`src/rtl/cla64_seq_driver_if.sv`:
```
// Operand/result bus for cla64_seq_driver.
// Request side: in_valid/in_ready carry op_a, op_b, op_sub and op_cin.
// Result side: res_valid/res_ready carry res, cout and ovf.
// Build option CLA64_SEQ_FLAGS_EN adds the res_zero and res_neg flag signals.
// The master modport is the producer/consumer; the slave modport is the sequencer.
interface cla64_seq_driver_if #(
    parameter int DATA_W = 64
);
    logic              in_valid;
    logic              in_ready;
    logic [DATA_W-1:0] op_a;
    logic [DATA_W-1:0] op_b;
    logic              op_sub;
    logic              op_cin;
    logic              res_valid;
    logic              res_ready;
    logic [DATA_W-1:0] res;
    logic              cout;
    logic              ovf;
`ifdef CLA64_SEQ_FLAGS_EN
    logic              res_zero;
    logic              res_neg;

    modport master (
        output in_valid, op_a, op_b, op_sub, op_cin, res_ready,
        input  in_ready, res_valid, res, cout, ovf, res_zero, res_neg
    );

    modport slave (
        input  in_valid, op_a, op_b, op_sub, op_cin, res_ready,
        output in_ready, res_valid, res, cout, ovf, res_zero, res_neg
    );
`else
    modport master (
        output in_valid, op_a, op_b, op_sub, op_cin, res_ready,
        input  in_ready, res_valid, res, cout, ovf
    );

    modport slave (
        input  in_valid, op_a, op_b, op_sub, op_cin, res_ready,
        output in_ready, res_valid, res, cout, ovf
    );
`endif
endinterface

```
`src/rtl/cla64_seq_driver.sv`:
```
// cla64_seq_driver: multi-cycle 64-bit add/subtract built on one shared CLA group.
// The operation is split into NUM_BEATS slices of GRP_W bits. One slice goes to the
// external group each beat, and the carry ripples between slices as GF | (PF & cin).
// The group is trusted to be combinational: grp_sum/grp_pf/grp_gf are used in the
// same cycle that grp_x/grp_y/grp_cin are driven.
// Build option CLA64_SEQ_FLAGS_EN adds the res_zero/res_neg result flags.
module cla64_seq_driver #(
    parameter int GRP_W     = 16,
    parameter int NUM_BEATS = 4
) (
    input  logic               clk,
    input  logic               rst_n,
    cla64_seq_driver_if.slave  bus,
    output logic [GRP_W-1:0]   grp_x,
    output logic [GRP_W-1:0]   grp_y,
    output logic [GRP_W-1:0]   grp_cin,
    input  logic [GRP_W-1:0]   grp_sum,
    input  logic               grp_pf,
    input  logic               grp_gf
);

    localparam int DATA_W = GRP_W * NUM_BEATS;
    // Keep at least one bit so the design still elaborates when NUM_BEATS = 1.
    localparam int BEAT_W = (NUM_BEATS > 1) ? $clog2(NUM_BEATS) : 1;

    typedef enum logic [1:0] {
        IDLE = 2'd0,
        RUN  = 2'd1,
        DONE = 2'd2
    } state_t;

    state_t              state_reg, state_next;
    logic [BEAT_W-1:0]   beat_reg, beat_next;
    logic                carry_reg, carry_next;
    logic [DATA_W-1:0]   a_reg, a_next;
    // b_reg holds B' (B already inverted for subtract), so the group only ever adds.
    logic [DATA_W-1:0]   b_reg, b_next;
    logic [DATA_W-1:0]   res_reg, res_next;
    logic                cout_reg, cout_next;
    logic                ovf_reg, ovf_next;

    logic [GRP_W-1:0]    a_slice [NUM_BEATS];
    logic [GRP_W-1:0]    b_slice [NUM_BEATS];
    logic                run_active;
    logic                last_beat;
    logic                slice_cout;

    assign run_active = (state_reg == RUN);
    assign last_beat  = (beat_reg == BEAT_W'(NUM_BEATS - 1));
    // Ripple carry out of the current slice, fed to the next beat.
    assign slice_cout = grp_gf | (grp_pf & carry_reg);

`ifdef CLA64_SEQ_FLAGS_EN
    logic zero_acc_reg, zero_acc_next;
    logic res_zero_reg, res_zero_next;
    logic res_neg_reg,  res_neg_next;
    logic slice_zero;

    assign slice_zero = (grp_sum == '0);
`endif

    // Slice views of the latched operands and per-slice result write-back.
    for (genvar gi = 0; gi < NUM_BEATS; gi++) begin : g_slice
        assign a_slice[gi] = a_reg[gi*GRP_W +: GRP_W];
        assign b_slice[gi] = b_reg[gi*GRP_W +: GRP_W];
        // Only the slice of the current beat is overwritten; the rest of res is held.
        assign res_next[gi*GRP_W +: GRP_W] =
            (run_active && (beat_reg == BEAT_W'(gi))) ? grp_sum
                                                      : res_reg[gi*GRP_W +: GRP_W];
    end

    // FSM state register.
    always_ff @(posedge clk or negedge rst_n) begin
        if (!rst_n) begin
            state_reg <= IDLE;
        end else begin
            state_reg <= state_next;
        end
    end

    // Next-state, datapath next values and group drive.
    always_comb begin
        state_next = state_reg;
        beat_next  = beat_reg;
        carry_next = carry_reg;
        a_next     = a_reg;
        b_next     = b_reg;
        cout_next  = cout_reg;
        ovf_next   = ovf_reg;
        grp_x      = '0;
        grp_y      = '0;
        grp_cin    = '0;
`ifdef CLA64_SEQ_FLAGS_EN
        zero_acc_next = zero_acc_reg;
        res_zero_next = res_zero_reg;
        res_neg_next  = res_neg_reg;
`endif
        unique case (state_reg)
            IDLE: begin
                if (bus.in_valid) begin
                    a_next     = bus.op_a;
                    b_next     = bus.op_sub ? ~bus.op_b : bus.op_b;
                    // Subtract is A + ~B + 1, so op_cin is ignored there.
                    carry_next = bus.op_sub ? 1'b1 : bus.op_cin;
                    beat_next  = '0;
`ifdef CLA64_SEQ_FLAGS_EN
                    zero_acc_next = 1'b1;
`endif
                    state_next = RUN;
                end
            end
            RUN: begin
                grp_x      = a_slice[beat_reg];
                grp_y      = b_slice[beat_reg];
                grp_cin    = {{(GRP_W-1){1'b0}}, carry_reg};
                carry_next = slice_cout;
`ifdef CLA64_SEQ_FLAGS_EN
                zero_acc_next = zero_acc_reg & slice_zero;
`endif
                if (last_beat) begin
                    // Counter stays on the last beat rather than wrapping.
                    state_next = DONE;
                    cout_next  = slice_cout;
                    // Overflow when the operand signs agree but the result sign differs.
                    ovf_next   = (a_reg[DATA_W-1] == b_reg[DATA_W-1]) &
                                 (grp_sum[GRP_W-1] != a_reg[DATA_W-1]);
`ifdef CLA64_SEQ_FLAGS_EN
                    res_zero_next = zero_acc_reg & slice_zero;
                    res_neg_next  = grp_sum[GRP_W-1];
`endif
                end else begin
                    beat_next = beat_reg + 1'b1;
                end
            end
            DONE: begin
                if (bus.res_ready) begin
                    state_next = IDLE;
                end
            end
            default: begin
                state_next = IDLE;
            end
        endcase
    end

    // Datapath registers; reset aborts any operation in flight.
    always_ff @(posedge clk or negedge rst_n) begin
        if (!rst_n) begin
            beat_reg  <= '0;
            carry_reg <= 1'b0;
            a_reg     <= '0;
            b_reg     <= '0;
            res_reg   <= '0;
            cout_reg  <= 1'b0;
            ovf_reg   <= 1'b0;
        end else begin
            beat_reg  <= beat_next;
            carry_reg <= carry_next;
            a_reg     <= a_next;
            b_reg     <= b_next;
            res_reg   <= res_next;
            cout_reg  <= cout_next;
            ovf_reg   <= ovf_next;
        end
    end

`ifdef CLA64_SEQ_FLAGS_EN
    // Result flag registers, updated together with cout/ovf on the final beat.
    always_ff @(posedge clk or negedge rst_n) begin
        if (!rst_n) begin
            zero_acc_reg <= 1'b0;
            res_zero_reg <= 1'b0;
            res_neg_reg  <= 1'b0;
        end else begin
            zero_acc_reg <= zero_acc_next;
            res_zero_reg <= res_zero_next;
            res_neg_reg  <= res_neg_next;
        end
    end

    assign bus.res_zero = res_zero_reg;
    assign bus.res_neg  = res_neg_reg;
`endif

    // The handshake outputs are decoded straight from the state.
    assign bus.in_ready  = (state_reg == IDLE);
    assign bus.res_valid = (state_reg == DONE);
    assign bus.res       = res_reg;
    assign bus.cout      = cout_reg;
    assign bus.ovf       = ovf_reg;

endmodule

```
`src/flat_wrapper.sv`:
```
// flat-port wrapper written by rule: the top's interface ports become plain ports
module cla64_seq_driver_flat 
#(
    parameter int GRP_W     = 16,
    parameter int NUM_BEATS = 4
)
  (clk, rst_n, grp_x, grp_y, grp_cin, grp_sum, grp_pf, grp_gf, bus_in_valid, bus_op_a, bus_op_b, bus_op_sub, bus_op_cin, bus_res_ready, bus_in_ready, bus_res_valid, bus_res, bus_cout, bus_ovf);
  cla64_seq_driver_if #(.DATA_W(64)) bus_i ();
  input  logic clk;
  input  logic rst_n;
  output logic [GRP_W-1:0] grp_x;
  output logic [GRP_W-1:0] grp_y;
  output logic [GRP_W-1:0] grp_cin;
  input  logic [GRP_W-1:0] grp_sum;
  input  logic grp_pf;
  input  logic grp_gf;
  input wire logic [$bits(bus_i.in_valid)-1:0] bus_in_valid;
  input wire logic [$bits(bus_i.op_a)-1:0] bus_op_a;
  input wire logic [$bits(bus_i.op_b)-1:0] bus_op_b;
  input wire logic [$bits(bus_i.op_sub)-1:0] bus_op_sub;
  input wire logic [$bits(bus_i.op_cin)-1:0] bus_op_cin;
  input wire logic [$bits(bus_i.res_ready)-1:0] bus_res_ready;
  output wire logic [$bits(bus_i.in_ready)-1:0] bus_in_ready;
  output wire logic [$bits(bus_i.res_valid)-1:0] bus_res_valid;
  output wire logic [$bits(bus_i.res)-1:0] bus_res;
  output wire logic [$bits(bus_i.cout)-1:0] bus_cout;
  output wire logic [$bits(bus_i.ovf)-1:0] bus_ovf;
  assign bus_i.in_valid = bus_in_valid;
  assign bus_i.op_a = bus_op_a;
  assign bus_i.op_b = bus_op_b;
  assign bus_i.op_sub = bus_op_sub;
  assign bus_i.op_cin = bus_op_cin;
  assign bus_i.res_ready = bus_res_ready;
  assign bus_in_ready = bus_i.in_ready;
  assign bus_res_valid = bus_i.res_valid;
  assign bus_res = bus_i.res;
  assign bus_cout = bus_i.cout;
  assign bus_ovf = bus_i.ovf;
  cla64_seq_driver #(.GRP_W(GRP_W), .NUM_BEATS(NUM_BEATS)) u_core (.clk(clk), .rst_n(rst_n), .bus(bus_i), .grp_x(grp_x), .grp_y(grp_y), .grp_cin(grp_cin), .grp_sum(grp_sum), .grp_pf(grp_pf), .grp_gf(grp_gf));
endmodule
```
`config.mk`:
```
export PLATFORM = sky130hd
export DESIGN_NAME = cla64_seq_driver_flat
export DESIGN_NICKNAME = d
export VERILOG_FILES = /design/src/rtl/cla64_seq_driver_if.sv /design/src/rtl/cla64_seq_driver.sv /design/src/flat_wrapper.sv
export SDC_FILE = /design/constraint.sdc
export NUM_CORES = 1
export LEC_CHECK = 0
export ABC_AREA = 1
export BUFFER_PORTS_ARGS = -buffer_cell sky130_fd_sc_hd__buf_2
export CAP_MARGIN = 15
export CORE_MARGIN = 2
export CORE_UTILIZATION = 50
export DETAILED_ROUTE_END_ITERATION = 10
export PLACE_DENSITY = 0.77
export SLEW_MARGIN = 20
export SYNTH_ARGS = -nofsm -noshare
export SYNTH_HDL_FRONTEND = slang
export SYNTH_SLANG_ARGS = --single-unit
```
`constraint.sdc`:
```
create_clock -name clk -period 1.8 [get_ports clk]
set_input_delay 0 -clock clk [delete_from_list [all_inputs] [get_ports clk]]
set_output_delay 0 -clock clk [all_outputs]
set_load 0.05 [all_outputs]
```
; ---- Word level (Yosys, flattened, before mapping)
; Index checks and enable logic that the tools add are counted.
[totals]
wordCells = 61
inputBits = 152
reg_bits = 199
[op_classes]
magnitude_cmp = 1
n_reduce_logical = 12
n_addsub = 1
n_bitwise = 5
n_mux = 20
eq_ne = 11
[ops]
columns = operator, n
row1 = 16-bit two-way mux, 6
row2 = 16-bit binary-select mux with 2-bit select, 2
row3 = 64-bit two-way mux, 1
row4 = 64-bit inverter, 1
row5 = 2-bit two-way mux, 5
row6 = "2-bit != test, second input constant", 4
row7 = "2-bit equality test, second input constant", 3
row8 = 2-bit case mux with 3 select lines, 1
row9 = 2-bit AND reduction, 3
row10 = 3-bit AND reduction, 2
row11 = "2-bit by 1-bit equality test with 1-bit output, second input constant", 2
row12 = 1-bit logical AND, 4
row13 = 2-bit zero test, 2
row14 = 2-bit case mux with 2 select lines, 1
row15 = "3-bit greater-or-equal comparator, second input constant", 1
row16 = 1-bit two-way mux, 3
row17 = 2-bit inverter with 3-bit output, 1
row18 = "2-bit by 1-bit adder with 2-bit output, second input constant", 1
row19 = 1-bit AND, 2
row20 = 1-bit case mux with 2 select lines, 1
row21 = 2-bit nonzero test, 1
row22 = 1-bit equality test, 1
row23 = 1-bit != test, 1
row24 = 1-bit OR, 1

; ---- Logic depth before layout (Yosys ltp)
[depth]
ltp_word = 5
mapped_depth = 8

; ---- Worst setup path after synthesis
; No wires, ideal clock.
[synth_path]
path_kind = reg2out
from = reg u_core.beat_reg[1]
to = out grp_x[10]
required_ns = 1.800
path_buffers = 2
setup_slack_ns = 0.067
arrival_time_ns = 1.733
stages_incl_launch_ff = 6
cell_sequence = dfrtp_1 clkbuf_1 inv_1 buf_2 nand3_1 a21oi_1
[synth_between]
elab_chain_cells = 5
[synth_rtl]
columns = element, line_no
row1 = "start, declared", cla64_seq_driver.sv:33  ; logic [BEAT_W-1:0] beat_reg, beat_next;
row2 = "start signal, assigned", cla64_seq_driver.sv:157  ; beat_reg <= beat_next;
row3 = 2-bit inverter with 3-bit output (not written as such), cla64_seq_driver.sv:113  ; grp_x = a_slice[beat_reg];
row4 = 16-bit binary-select mux with 2-bit select, cla64_seq_driver.sv:113
row5 = 16-bit two-way mux (not written as such) (2 in series), cla64_seq_driver.sv:113
row6 = 16-bit two-way mux, cla64_seq_driver.sv:98  ; unique case (state_reg)
row7 = "end, declared", flat_wrapper.sv:11  ; output logic [GRP_W-1:0] grp_x;
; No other way between the ends. The select of a mux whose other input is x is not followed.

; ---- Worst setup path after layout
[layout_path]
from = reg u_core.beat_reg[0]
to = out grp_y[15]
[layout_between]
elab_chain_cells = 5
[layout_rtl]
columns = element, line_no
row1 = 2-bit inverter with 3-bit output (not written as such), cla64_seq_driver.sv:114  ; grp_y = b_slice[beat_reg];
row2 = 16-bit binary-select mux with 2-bit select, cla64_seq_driver.sv:114
row3 = 16-bit two-way mux (not written as such) (2 in series), cla64_seq_driver.sv:114
row4 = 16-bit two-way mux, cla64_seq_driver.sv:98
row5 = "end, declared", flat_wrapper.sv:12  ; output logic [GRP_W-1:0] grp_y;
; No other way between the ends. The select of a mux whose other input is x is not followed.

==> flow_summary.json <==
{
  "antenna_cells": 0,
  "path_clk_slew_ns": 0.08,
  "die_h_um": 141,
  "cp_data_arrival_time_ns": 1.81,
  "rrSetupSlack_ns": 0.17,
  "r2r_end": "u_core.b_reg[18]",
  "hold_class": "input pin to asynchronous set/reset pin",
  "cts.sinks": 199,
  "drt_iter0_markers": 779,
  "syn_area_per_cell_um2": 8.20,
  "power.leakage_nw": 6.97,
  "grt_antenna_before_repair": 0,
  "start_util": 0.507,
  "pin_count": 268,
  "num_vias": 9321,
  "ys.flop_type": "dfrtp_1",
  "p_total_w": 0.0278,
  "fmax_mhz": 554,
  "worst_setup_path_end_kind": "output pin",
  "finalSetupTns_ns": -0.0103,
  "syn_inst": 1152,
  "yosys_warnings": 0,
  "setup_viol": 2,
  "drive_gt1_frac": 0.239,
  "cts_max_path_buffers": 2,
  "hold_violations": 0,
  "antenna_left": 0,
  "grt_max_degree": 56,
  "synth-edff-count": 0,
  "drtPass1Iterations": 6,
  "grt.overflow.total": 0,
  "ff2ff_path_depth": 4,
  "fin_skew_ns": 0.0152,
  "synth_common_cells": "276 x nand2_1, 199 x dfrtp_1, 152 x inv_1",
  "peakVddDrop_mv": 1.47,
  "final_max_slew_viol_count": 0,
  "drt-total-wl_um": 30600,
  "cts_tree": "done",
  "fin_crit_ns": 1.81,
  "setup_ws_ns": -0.00540,
  "worstReg2RegStart": "u_core.state_reg[0]",
  "rows": 50,
  "yosys.cell_count.top_type": "nand2_1",
  "grt_pass1_wl_um": 45500,
  "track_usage": 0.288,
  "yosys-top-cells-area": "dfrtp_1 53%, nand2_1 11%, inv_1 6.0%, xnor2_1 5.9%, a21oi_1 5.1%",
  "outcome": "finished with violations",
  "ys_seq_area_frac": 0.527,
  "cp_max_fo": 36,
  "cts_root_buf": "clkbuf_16",
  "failed_checks": "setup timing",
  "grt_pass1_vias": 9105,
  "die_width_um": 141,
  "required_ns": 1.80,
  "cts_max_level": 4,
  "startpoint_type": "flop",
  "ys_async_sr_fraction": 1.00,
  "synth.top_cell.area_share": 0.527,
  "syn_area_um2": 9450,
  "vias_per_cell": 5.23,
  "crit_type": "flop to output pin",
  "insertion_delay_ns": 0.44,
  "synth_top_area_cell": "dfrtp_1",
  "rsz0062_at_grt": "true",
  "drv_cap": 0,
  "dieArea_um2": 20000,
  "gp_congestion": 0.881,
  "cts_buffers": 17,
  "core-area_um2": 18600,
  "fin_nets": 1690,
  "synth-seq-cells": 199,
  "drcViolationCount": 0,
  "power_density_nw_per_um2": 2040,
  "min_period_over_period": 1.00,
  "dpl_worst_slack_ns": 0.229,
  "wl_per_cell_um": 17.2,
  "port_buffers": 252,
  "dpl.hpwl_um": 17400,
  "synth_cell_types": 22,
  "synthToLayoutAreaGrowth_pct": 44.1
}
## metal layers
metal	part of all wire	wire (µm)	track usage
met4	0.035	1070	0.0995
met1	0.39	11800	0.356
met3	0.079	2410	0.0648
met5	0	0	0
met2	0.50	15300	0.499
## metrics by stage
step                utilization  cell area [µm²]  instances  hold WS [ns]
floorplan                     -             9500       1166        -0.296
global placement          0.590            11000       1592       -0.0727
detailed placement        0.590            11000       1592       -0.0723
CTS                       0.711            13300       1774       0.00604
global route              0.731            13600       1781        0.0452
finish                    0.731            13600       1781        0.0271
## worst max-delay path by stage
stage,to,startpoint
after floorplan,grp_x[10],u_core.beat_reg[1]
after global placement,grp_y[13],u_core.beat_reg[0]
after detailed placement,u_core.bus.res[18],u_core.beat_reg[1]
after CTS,grp_x[13],u_core.beat_reg[0]
after global routing,grp_x[4],u_core.beat_reg[0]
final,grp_y[15],u_core.beat_reg[0]
## critical path, stage by stage (launching register included)
cell	delay (ns)
dfrtp_2	0.49
buf_12	0.20
nand2_1	0.09
nand3_1	0.09
a21oi_1	0.24
buf_4	0.25
## what timing repair did
action	in CTS	in global routing
pin swaps	3	5
hold endpoints to repair	395	0
cloned	0	5
setup endpoints to repair	33	32
hold buffers	149	0
resized for setup	39	73
buffers inserted	1	2
## layout by cell type (no fill, tap or decap), types with 2 or more instances in the layout
| cell | n |
|---|---|
| nand2_8 | 2 |
| clkbuf_16 | 20 |
| xnor2_1 | 64 |
| nor2_2 | 2 |
| clkbuf_4 | 6 |
| a21oi_4 | 5 |
| buf_6 | 18 |
| nand3_2 | 14 |
| buf_12 | 15 |
| dfrtp_2 | 3 |
| nand2_2 | 5 |
| inv_8 | 3 |
| dfrtp_1 | 196 |
| conb_1 | 15 |
| ha_1 | 4 |
| nand2_1 | 271 |
| nor2_1 | 66 |
| inv_2 | 4 |
| clkinv_8 | 4 |
| o21ai_0 | 62 |
| a21oi_2 | 14 |
| a21oi_1 | 77 |
| buf_2 | 218 |
| inv_6 | 5 |
| buf_4 | 24 |
| o21ai_1 | 69 |
| nand3_1 | 53 |
| bufinv_16 | 2 |
| dlygate4sd3_1 | 149 |
| inv_1 | 149 |
| clkinv_4 | 2 |
## cell families (layout without fill, tap and decap cells)
kind of cell | Yosys count | after routing | synth area share
compound gates | 228 | 228 | 0.121
xor+xnor | 64 | 64 | 0.0593
fa+ha+maj | 4 | 4 | 0.00530
buf+inv | 240 | 621 | 0.110
flops | 199 | 199 | 0.527
other cells | 1 | 15 | 0.000397
simple gates | 416 | 416 | 0.177
## power breakdown
part / internal (W) / leakage (nW) / total [W] / switching [W]
combinational: 0.00480 / 4.31 / 0.0160 / 0.0112
clock: 0.00214 / 0.308 / 0.00404 / 0.00189
sequential: 0.00664 / 2.35 / 0.00775 / 0.00110
## cell type report
class | count | area (µm²)
clock inverters | 15 | 209
clock buffers | 17 | 425
inverters | 154 | 586
well taps | 234 | 293
fillers | 1298 | 5020
multi-input cells | 727 | 3710
flip-flops and latches | 199 | 4980
repair buffers | 435 | 3410
(Power assumes the default switching activity.)
